--- src/rtl/burst_write_ctrl.sv ---
// burst_write_ctrl
//   Sequences one burst of host words into MRAM through a single_reg staging
//   register. A start command latches a base address and a word count; each
//   word is pulled over a valid/ready handshake, loaded into the staging
//   register, then the MRAM write strobe is held for WR_CYCLES cycles.
//
// Ports
//   clk, rst             clock (rising edge), asynchronous active-high reset
//   start                burst request, sampled only in IDLE
//   base_addr, burst_len first MRAM word address and word count, latched with start
//   in_valid, in_data    host word stream
//   in_ready             controller can accept a word (LOAD)
//   reg_wen, reg_data    single_reg write enable / data (pass-through)
//   mram_addr, mram_we   MRAM word address (registered) and write strobe (WRITE)
//   busy                 high in every state except IDLE
//   done                 one-cycle pulse at burst completion
module burst_write_ctrl #(
    parameter int unsigned BUS_WIDTH  = 16,
    parameter int unsigned ADDR_WIDTH = 10,
    parameter int unsigned LEN_WIDTH  = 8,
    parameter int unsigned WR_CYCLES  = 4
) (
    input  logic                  clk,
    input  logic                  rst,
    input  logic                  start,
    input  logic [ADDR_WIDTH-1:0] base_addr,
    input  logic [LEN_WIDTH-1:0]  burst_len,
    input  logic                  in_valid,
    input  logic [BUS_WIDTH-1:0]  in_data,
    output logic                  in_ready,
    output logic                  reg_wen,
    output logic [BUS_WIDTH-1:0]  reg_data,
    output logic [ADDR_WIDTH-1:0] mram_addr,
    output logic                  mram_we,
    output logic                  busy,
    output logic                  done
);

    localparam int unsigned    CNT_W    = (WR_CYCLES > 1) ? $clog2(WR_CYCLES) : 1;
    localparam logic [CNT_W-1:0] CNT_LAST = CNT_W'(WR_CYCLES - 1);

    typedef enum logic [1:0] {
        IDLE,
        LOAD,
        WRITE,
        DONE
    } state_t;

    state_t                state;
    state_t                state_nxt;
    logic [ADDR_WIDTH-1:0] addr;
    logic [LEN_WIDTH-1:0]  words_left;
    logic [CNT_W-1:0]      cycle_cnt;

    logic launch;
    logic strobe_last;
    logic last_word;

    // A zero-length request is dropped here so it never leaves IDLE.
    assign launch      = start && (burst_len != '0);
    assign strobe_last = (cycle_cnt == CNT_LAST);
    assign last_word   = (words_left == LEN_WIDTH'(1));

    always_ff @(posedge clk or posedge rst) begin
        if (rst) begin
            state <= IDLE;
        end else begin
            state <= state_nxt;
        end
    end

    always_comb begin
        state_nxt = state;
        case (state)
            IDLE:    if (launch)   state_nxt = LOAD;
            LOAD:    if (in_valid) state_nxt = WRITE;
            WRITE:   if (strobe_last) state_nxt = last_word ? DONE : LOAD;
            DONE:    state_nxt = IDLE;
            default: state_nxt = IDLE;
        endcase
    end

    always_ff @(posedge clk or posedge rst) begin
        if (rst) begin
            addr       <= '0;
            words_left <= '0;
            cycle_cnt  <= '0;
        end else begin
            case (state)
                IDLE: begin
                    if (launch) begin
                        addr       <= base_addr;
                        words_left <= burst_len;
                    end
                end
                LOAD: begin
                    if (in_valid) cycle_cnt <= '0;
                end
                WRITE: begin
                    // Saturate at the last strobe cycle; LOAD clears it for the next word.
                    if (!strobe_last) begin
                        cycle_cnt <= cycle_cnt + CNT_W'(1);
                    end else if (!last_word) begin
                        addr       <= addr + ADDR_WIDTH'(1);
                        words_left <= words_left - LEN_WIDTH'(1);
                    end
                end
                default: ;
            endcase
        end
    end

    assign in_ready  = (state == LOAD);
    assign reg_wen   = in_valid && in_ready;
    assign reg_data  = in_data;
    assign mram_addr = addr;
    assign mram_we   = (state == WRITE);
    assign busy      = (state != IDLE);
    assign done      = (state == DONE);

endmodule

--- config.mk ---
export PLATFORM = sky130hd
export DESIGN_NAME = burst_write_ctrl
export DESIGN_NICKNAME = d
export VERILOG_FILES = /design/src/rtl/burst_write_ctrl.sv
export SDC_FILE = /design/constraint.sdc
export NUM_CORES = 1
export LEC_CHECK = 0
export ABC_AREA = 1
export BUFFER_PORTS_ARGS = -buffer_cell sky130_fd_sc_hd__clkbuf_2
export CORE_ASPECT_RATIO = 0.75
export CORE_MARGIN = 8
export CORE_UTILIZATION = 43
export CTS_CLUSTER_DIAMETER = 80
export DETAILED_ROUTE_END_ITERATION = 12
export PLACE_DENSITY_LB_ADDON = 0.1
export REMOVE_ABC_BUFFERS = 1
export SYNTH_ARGS = -nofsm -noshare
export SYNTH_HDL_FRONTEND = slang
export SYNTH_SLANG_ARGS = --single-unit
--- constraint.sdc ---
create_clock -name clk -period 1.5 [get_ports clk]
set_input_delay 0.225 -clock clk [delete_from_list [all_inputs] [get_ports clk]]
set_output_delay 0.225 -clock clk [all_outputs]
set_load 0.005 [all_outputs]
==> impl_metrics.py, run 1 <==
metrics = {
    "critical_path": {
        "critPathLaunchType": "register",
        "crit_path_max_incr_delay_ns": 0.40,
        "r2r_cells": 9,
        "end_kind": "register",
        "path_max_fanout": 18,
        "worstPathCellList": "nor2_1 -> nand2_1 -> nor2_4 -> nand2_2 -> nand2_2 -> nor2_4 -> buf_12 -> nand2_1 -> nand2_1",
        "crit_path_frequent_cell": "nand2_1",
        "cp_data_arrival_time_ns": 1.63,
        "critPathKind": "register to register",
        "crit_required_ns": 1.66,
        "worst_path_max_delay_cell": "dfrtp_1",
    },
    "drt": {
        "wl_microns": 4570,
        "num_vias": 1666,
        "vias_per_cell": 4.760,
        "antenna_left": 0,
        "drt_iter0_markers": 79,
        "wire_per_inst_microns": 13.06,
        "firstDrtPassIters": 4,
        "drc": 0,
    },
    "floorplan": {
        "die_width_microns": 87.75,
        "die_area_sq_um": 6126,
        "initial_utilization_pct": 45.06,
        "io_pins": 69,
        "num_rows": 19,
        "core_sq_um": 3685,
        "die_height_microns": 69.82,
    },
    "final_layout": {
        "nets": 341,
        "seq_area_sq_um": 550.5,
        "drive_gt1_share_pct": 28.19,
        "n_antenna_cell": 0,
        "final_core_util_pct": 55.69,
        "area_delta_synth_final_pct": 23.59,
        "multiInputGateArea_sq_um": 950.9,
        "fillers": 371,
    },
    "clocking": {
        "cts_max_path_buffers": 2,
        "clock-sinks": 22,
        "cts-root-buf": "clkbuf_8",
        "cts_tree": "done",
        "htree_levels": 1,
        "clk_pin_slew_ns": 0.08,
        "numCtsBuffers": 3,
        "insertion_delay_ns": 0.26,
    },
    "logic_synthesis": {
        "yosysWarnings": 0,
        "syn_avg_cell_area_sq_um": 6.411,
        "synth_area_sq_um": 1660,
        "ys_ff_latch": 22,
        "synthDistinctLibCells": 24,
        "synthCells": 259,
        "ys_seq_area_share_pct": 33.16,
    },
    "power_and_ir_drop": {
        "ir_drop_mv": 1.283,
        "powerDensity_nw_per_um2": 2106,
        "p_leak_nw": 1.161,
    },
    "sta": {
        "fin_crit_sh_pct": 98.57,
        "fmax_mhz": 676.3,
        "max-slew-margin-rel_pct": 80.76,
        "hold_viol": 0,
        "finalCriticalPeriod_ns": 1.479,
        "maxSlewViolCount": 0,
        "finalSetupViolCount": 0,
        "worst_clock_skew_ns": 0.004571,
        "rsz0062_at_grt": "true",
        "hold_slack_ns": 0.2542,
        "worst_pin_slew_ns": 0.2887,
    },
    "run": {
        "maxCapViolCount": 0,
    },
    "global_route": {
        "grt_pass1_wl_microns": 7521,
        "grt_overflow_total": 0,
        "antenna_found_initial": 0,
        "track_usage_pct": 15.36,
        "grt_pass1_vias": 1618,
        "grt_max_degree": 23,
    },
    "placement": {
        "io_buffers": 36,
        "gp_congestion": 0.7700,
        "hpwlAfterDp_microns": 3286,
    },
    "min_path": {
        "hold_path_class": "input port to register",
        "holdPathStages": 5,
    },
    "outcome": {
        "status": "complete, no violations",
    },
}
## cell families after synthesis
logic type	synth area share [%]
buffers and inverters	14.32
AND/OR/NAND/NOR	43.18
AO/OA/AOI/OAI	6.330
adder cells (fa/ha/maj)	3.014
flip-flops	33.16
## cells in the final DEF (no fill, tap or decap), drive strengths merged
cell / instances
nand4: 3
o21ai: 11
a21o: 2
ha: 4
nand3b: 1
clkbuf: 39
a21oi: 4
buf: 20
o21bai: 1
nor2: 25
nand3: 20
inv: 21
dlygate4sd3: 1
a21boi: 1
nand2: 119
dfrtp: 22
or2: 4
## per-layer routing
layer / global-route usage (%) / wire, microns / vias up
li1: - / - / 872
met1: 21.11 / 2221 / 744
met2: 21.25 / 1958 / 48
met3: 6.864 / 371 / 2
met4: 2.281 / 19 / 0
met5: 2.727 / 0 / -
## state kept, by name, indices dropped and copies added (netlist names)
signal	count
words_left	8
cycle_cnt	2
mram_addr	10
state	2
## cell type report
cell class / count / share of cell area, %
clock buffer: 4 / 2.683
inverter: 21 / 3.963
multi-input combinational: 195 / 46.34
sequential: 22 / 26.83
tap: 52 / 3.171
timing repair buffer: 56 / 17.01
## critical path, delay by kind of cell, from the launching register on
family        cells  cell delay, ns
buf+inv           1            0.14
flops             1            0.40
simple gates      8            0.84
## report_power, final
part,internal (mW),switching (mW)
registers,0.894,0.282
logic,1.16,1.56
clock network,0.234,0.188
total,2.29,2.04
## metrics by stage
stage / setup TNS, ns / worst slack, ns / area, sq um / total power, mW / std cells
after floorplan: -3.356 / -0.1756 / 1501 / 2.605 / 237
after global placement: 0 / 0.06276 / 1872 / 3.586 / 340
after detailed placement: 0 / 0.05886 / 1872 / 3.599 / 340
after CTS: 0 / 0.01606 / 1939 / 4.052 / 345
after global routing: -0.6829 / -0.05306 / 2052 / 4.811 / 350
final: 0 / 0.02147 / 2052 / 4.321 / 350
## cell usage after synthesis (all sizes together)
cell type	number	area share [%]
a21o	2	0.90
o21ai	11	3.3
buf	19	8.9
a21boi	1	0.45
clkbuf	3	0.68
nand2	119	27
nor2	25	6.6
o21bai	1	0.45
nand3	19	6.5
inv	21	4.7
a21oi	4	1.2
nand3b	1	0.45
nand4	3	1.1
ha	4	3.0
dfrtp	22	33
or2	4	1.5
## final timing paths
kind / from / to / slack (ns)
min: base_addr[9] / mram_addr[9]$_DFFE_PP0P_ / 0.25
min reg2reg: cycle_cnt[0]$_DFFE_PP0P_ / cycle_cnt[0]$_DFFE_PP0P_ / 0.48
max in group asynchronous: rst / state[1]$_DFFE_PP0P_ / 0.75
min in group asynchronous: rst / words_left[5]$_DFFE_PP0P_ / 0.52
max: words_left[2]$_DFFE_PP0P_ / mram_addr[9]$_DFFE_PP0P_ / 0.02
max reg2reg: words_left[2]$_DFFE_PP0P_ / mram_addr[9]$_DFFE_PP0P_ / 0.02
## repair_timing
item	4_1_cts	5_1_grt
endpoints found under the hold margin	22	0
gates cloned	0	1
endpoints found under the setup margin	1	19
hold buffers	1	0
resized for setup	1	22
buffers inserted	0	4
pin swaps	0	5
(Power assumes the default switching activity.)
==> inputs of run 2 (changes only) <==
Settings changed: CORE_MARGIN 8 to 1.5.
==> impl_metrics.py, run 2 (synthesized netlist as in run 1, its figures left out) <==
metrics = {
    "critical_path": {
        "crit_path_frequent_cell": "inv_1",
        "critPathKind": "register to primary output",
        "cp_data_arrival_time_ns": 1.25,
        "critPathLaunchType": "register",
        "reg2reg_slack_ns": 0.08,
        "end_kind": "primary output",
        "path_max_fanout": 5,
        "crit_required_ns": 1.27,
        "worstPathCellList": "buf_6 -> inv_1 -> nor2_2 -> inv_1 -> nor2_1 -> clkbuf_2",
        "worst_path_max_delay_cell": "dfrtp_1",
        "crit_path_max_incr_delay_ns": 0.41,
    },
    "global_route": {
        "grt_pass1_vias": 1482,
        "antenna_found_initial": 0,
        "use_met1_pct": 31.65,
        "grt_overflow_total": 0,
        "global_route.peak_usage_layer": "met1",
        "grt_use_met3_pct": 9.156,
        "track_usage_pct": 21.16,
        "grt_pass1_wl_microns": 6762,
        "grt_max_degree": 23,
        "grtUsageMet2_pct": 28.06,
    },
    "min_path": {
        "hold_path_class": "input port to register",
    },
    "drt": {
        "drt_iter0_markers": 98,
        "wl_microns": 4391,
        "drc": 0,
        "antenna_left": 0,
        "wire_per_inst_microns": 12.55,
        "num_vias": 1663,
        "vias_per_cell": 4.751,
        "firstDrtPassIters": 4,
    },
    "final_layout": {
        "area_delta_synth_final_pct": 23.59,
        "largest_reg_flops": 10,
        "drive_gt1_share_pct": 28.52,
        "final_core_util_pct": 55.69,
        "mostFrequentLayoutCell": "nand2_1",
        "n_antenna_cell": 0,
        "layout_common_cells": "nand2_1, clkbuf_2, dfrtp_1",
        "nets": 342,
    },
    "sta": {
        "hold_slack_ns": 0.2476,
        "fmax_mhz": 676.0,
        "maxSlewViolCount": 0,
        "setup_slack_ns": 0.02076,
        "rsz0062_at_grt": "true",
        "tns_ns": 0,
        "max-slew-margin-rel_pct": 80.70,
        "hold_viol": 0,
        "worst_pin_slew_ns": 0.2895,
        "finalCriticalPeriod_ns": 1.479,
        "worst_clock_skew_ns": 0.001866,
        "fin_crit_sh_pct": 98.62,
        "finalSetupViolCount": 0,
    },
    "clocking": {
        "htree_levels": 1,
        "cts_max_path_buffers": 2,
        "numCtsBuffers": 3,
        "clk_pin_slew_ns": 0.07,
        "insertion_delay_ns": 0.26,
        "clock-sinks": 22,
        "cts_tree": "done",
        "cts-root-buf": "clkbuf_8",
    },
    "power_and_ir_drop": {
        "powerDensity_nw_per_um2": 2076,
        "finalPower_mw": 4.259,
        "ir_drop_mv": 1.274,
        "p_leak_nw": 1.157,
    },
    "outcome": {
        "status": "complete, no violations",
    },
    "placement": {
        "hpwlAfterDp_microns": 2997,
        "place_ws_ns": 0.04065,
        "gp_congestion": 0.8555,
        "io_buffers": 36,
    },
    "floorplan": {
        "io_pins": 69,
        "die_height_microns": 56.82,
        "die_width_microns": 74.75,
        "core_sq_um": 3685,
        "die_area_sq_um": 4247,
        "initial_utilization_pct": 45.06,
        "num_rows": 19,
    },
    "run": {
        "maxCapViolCount": 0,
    },
}
[run 2: cell counts in the layout (fill, tap and decap cells not counted)]
No cell type changed its count.
[run 2: per-stage QoR]
step | instance area [sq um] | cells
floorplan | 1501 | 237
global placement | 1857 | 338
detailed placement | 1857 | 338
CTS | 1916 | 343
global route | 2052 | 350
finish | 2052 | 350
[run 2: final cells by class]
class                   instances  area, sq um
inverters                      21        78.83
fillers                       370         1633
multi-input cells             195        955.9
repair buffers                 57        360.3
clock buffers                   3        41.29
well taps                      52        65.06
flip-flops and latches         22        550.5
[run 2: worst paths after layout]
check | startpoint | to | cells after the start
worst max-delay path | state[0]$_DFFE_PP0P_ | reg_wen | 6
worst min-delay path | base_addr[1] | mram_addr[1]$_DFFE_PP0P_ | 5
worst max register to register | mram_addr[0]$_DFFE_PP0P_ | mram_addr[4]$_DFFE_PP0P_ | 9
worst min register to register | cycle_cnt[0]$_DFFE_PP0P_ | cycle_cnt[0]$_DFFE_PP0P_ | 1
max in group asynchronous | rst | words_left[1]$_DFFE_PP0P_ | 4
min in group asynchronous | rst | cycle_cnt[0]$_DFFE_PP0P_ | 4
[run 2: timing repair]
action                                  4_1_cts  5_1_grt
hold endpoints to repair                     22        0
gates resized for setup                       0       24
setup buffers                                 1        6
endpoints found under the setup margin        1       20
cloned                                        0        1
pin swaps                                     0        4
hold buffers                                  1        0
[run 2: layer usage]
layer	share of wire, %	vias up
met3	7.0	4
met1	52	748
li1	-	867
met5	0	-
met2	40	44
met4	0.61	0
[run 2: worst max-delay path: cells and delay by family, from the launching register on]
kind                   cells  cell delay [ns]
buffers and inverters      4             0.39
DFF                        1             0.41
and+or+nand+nor            2             0.18
[run 2: power breakdown]
group | total, mW | switching [mW] | internal (mW)
Clock | 0.368 | 0.189 | 0.180
Combinational | 2.69 | 1.54 | 1.15
Sequential | 1.20 | 0.304 | 0.894
Total | 4.26 | 2.04 | 2.22
==> inputs of run 3 (changes only) <==
Settings changed: ABC_AREA 1 to not set.
==> impl_metrics.py, run 3 <==
metrics = {
    "logic_synthesis": {
        "synth_ff_type": "dfrtp_1",
        "synth_most_common_cell": "dfrtp_1",
        "synthCells": 181,
        "yosysWarnings": 0,
        "synth_edf_count": 0,
        "synthTopCellsByArea": "dfrtp_1, buf_4, o22ai_1",
        "yosys-top-cells-count": "dfrtp_1, buf_4, inv_1, nand2_1, o22ai_1",
        "yosysTopAreaCellShare_pct": 34.32,
        "syn_avg_cell_area_sq_um": 8.862,
        "synthDistinctLibCells": 47,
        "ys_ff_latch": 22,
        "ys_seq_area_share_pct": 34.32,
        "synth.largest_area_cell": "dfrtp_1",
        "async_flop_share_pct": 100.0,
        "synth_area_sq_um": 1604,
    },
    "floorplan": {
        "num_rows": 18,
        "die_height_microns": 55.90,
        "die_area_sq_um": 4110,
        "initial_utilization_pct": 46.86,
        "die_width_microns": 73.53,
        "core_sq_um": 3423,
        "io_pins": 69,
    },
    "placement": {
        "hpwlAfterDp_microns": 3736,
        "gp_congestion": 0.8763,
        "io_buffers": 36,
        "place_ws_ns": -0.2650,
    },
    "power_and_ir_drop": {
        "pwr-share-clk_pct": 9.8,
        "finalPower_mw": 4.570,
        "switching_share_pct": 41.04,
        "share_seq_of_total_power_pct": 25.5,
        "pwr-share-comb_pct": 64.7,
        "p_leak_nw": 1.084,
        "powerDensity_nw_per_um2": 1954,
        "ir_drop_mv": 0.9719,
        "power_switching_mw": 1.875,
        "intPower_mw": 2.694,
    },
    "sta": {
        "fmax_mhz": 604.4,
        "max-slew-margin-rel_pct": 78.88,
        "hold_viol": 0,
        "maxSlewViolCount": 0,
        "fin_crit_sh_pct": 110.3,
        "finalSetupViolCount": 16,
        "worst_clock_skew_ns": 0.001777,
        "worst_pin_slew_ns": 0.3145,
        "finalCriticalPeriod_ns": 1.655,
        "rsz0062_at_grt": "true",
        "setup_slack_ns": -0.1545,
    },
    "clocking": {
        "clk_pin_slew_ns": 0.08,
        "insertion_delay_ns": 0.27,
        "htree_levels": 1,
        "cts_tree": "done",
        "cts_max_path_buffers": 2,
        "clock-sinks": 22,
        "numCtsBuffers": 3,
        "cts-root-buf": "clkbuf_8",
    },
    "critical_path": {
        "crit_required_ns": 1.70,
        "critPathLaunchType": "register",
        "critPathKind": "register to register",
        "r2r-start": "words_left[6]$_DFFE_PP0P_",
        "r2r-end": "words_left[6]$_DFFE_PP0P_",
        "cp_data_arrival_time_ns": 1.86,
        "crit_end": "words_left[6]$_DFFE_PP0P_",
        "r2r_cells": 6,
        "crit_start": "words_left[6]$_DFFE_PP0P_",
        "path_max_fanout": 7,
        "reg2reg_slack_ns": -0.15,
        "end_kind": "register",
    },
    "outcome": {
        "status": "finished with violations",
        "violations": "setup timing",
    },
    "final_layout": {
        "n_antenna_cell": 0,
        "nets": 295,
        "layout_common_cells": "buf_4, clkbuf_2, dfrtp_1",
        "largest_reg_flops": 10,
        "drive_gt1_share_pct": 50.79,
        "mostFrequentLayoutCell": "buf_4",
        "area_delta_synth_final_pct": 45.79,
    },
    "drt": {
        "drt_iter0_markers": 158,
        "num_vias": 1686,
        "firstDrtPassIters": 5,
        "vias_per_cell": 5.583,
        "drc": 0,
        "wire_per_inst_microns": 17.10,
        "wl_microns": 5164,
        "antenna_left": 0,
    },
    "run": {
        "maxCapViolCount": 0,
    },
    "global_route": {
        "grt_pass1_vias": 1630,
        "antenna_found_initial": 0,
        "grt_pass1_wl_microns": 8066,
        "track_usage_pct": 25.82,
        "grt_overflow_total": 0,
        "grt_max_degree": 23,
    },
    "min_path": {
        "hold_path_class": "input port to register",
        "hold_start": "in_valid",
    },
}
==> run 3: changes by cell type in the layout (fill, tap and decap cells not counted), sizes merged, moves of 3 or more <==
cell and change:
a211oi +3, a21oi +4, a2bb2oi +5, buf +37, inv -5, nand2 -108
nand2b +3, nand3 -16, nor2 -15, nor3 +7, nor4 +4, o22ai +10
o2bb2ai +4, or3 +4
==> run 3: logic make-up (layout without fill, tap and decap cells) <==
| group | Yosys count | count (layout) | synth area share (%) |
|---|---|---|---|
| AO/OA/AOI/OAI | 58 | 58 | 28.78 |
| XOR/XNOR | 1 | 1 | 0.5461 |
| adder cells (fa/ha/maj) | 4 | 4 | 3.120 |
| buffers and inverters | 43 | 114 | 14.90 |
| flip-flops | 22 | 22 | 34.32 |
| multiplexers | 1 | 1 | 0.6240 |
| AND/OR/NAND/NOR | 52 | 52 | 17.71 |
==> run 3: through the flow <==
step | cells | utilization, % | hold WS (ns) | setup TNS (ns) | instance area (sq um)
detailed placement | 285 | 58.85 | 0.2617 | -3.374 | 2014
CTS | 298 | 65.53 | 0.1544 | -1.463 | 2243
global placement | 285 | 58.85 | 0.2642 | -2.138 | 2014
global route | 302 | 68.31 | 0.1701 | -2.719 | 2338
floorplan | 155 | - | 0.2142 | -11.19 | 1429
finish | 302 | 68.31 | 0.1701 | -1.683 | 2338
==> run 3: final cells by class <==
cell class	count	area (sq um)
Inverter	17	70.07
Tap cell	50	62.56
Clock buffer	4	55.05
Multi-Input combinational cell	116	930.9
Sequential cell	22	551.8
Timing Repair Buffer	93	668.1
Fill cell	288	1085
==> run 3: metal layers <==
layer	routed length, microns	global-route usage, %	up-vias
li1	-	-	790
met1	2217	35.37	815
met2	2362	38.48	77
met3	558	9.783	4
met4	25	5.820	0
met5	0	0	-
==> run 3: timing repair <==
action | CTS | global route
pin swaps | 7 | 1
hold buffers | 1 | 0
setup endpoints to repair | 20 | 22
setup buffers | 8 | 4
endpoints found under the hold margin | 22 | 0
gates resized for setup | 24 | 12
==> run 3: critical path, cell delays in order (launching register included) <==
cell,delay [ns]
dfrtp_1,0.43
nor4_4,0.38
a311oi_4,0.17
buf_6,0.18
nor2_4,0.15
buf_12,0.13
a2bb2oi_2,0.13
==> run 3: power groups by stage <==
stage                     combinational (mW)  clock [mW]  sequential, mW
after floorplan                         1.20           0            1.21
after CTS                               2.70       0.454            1.15
after global routing                    3.20       0.486            1.19
final                                   2.96       0.446            1.17
after global placement                  2.31           0            1.15
after detailed placement                2.39           0            1.16
==> run 3: worst min path at each step <==
stage / to / slack (ns) / depth (start not counted)
after global placement: mram_addr[0]$_DFFE_PP0P_ / 0.26 / 3
after CTS: state[0]$_DFFE_PP0P_ / 0.15 / 2
after global routing: state[0]$_DFFE_PP0P_ / 0.17 / 2
after floorplan: cycle_cnt[0]$_DFFE_PP0P_ / 0.21 / 1
after detailed placement: words_left[2]$_DFFE_PP0P_ / 0.26 / 3
final: state[0]$_DFFE_PP0P_ / 0.17 / 2
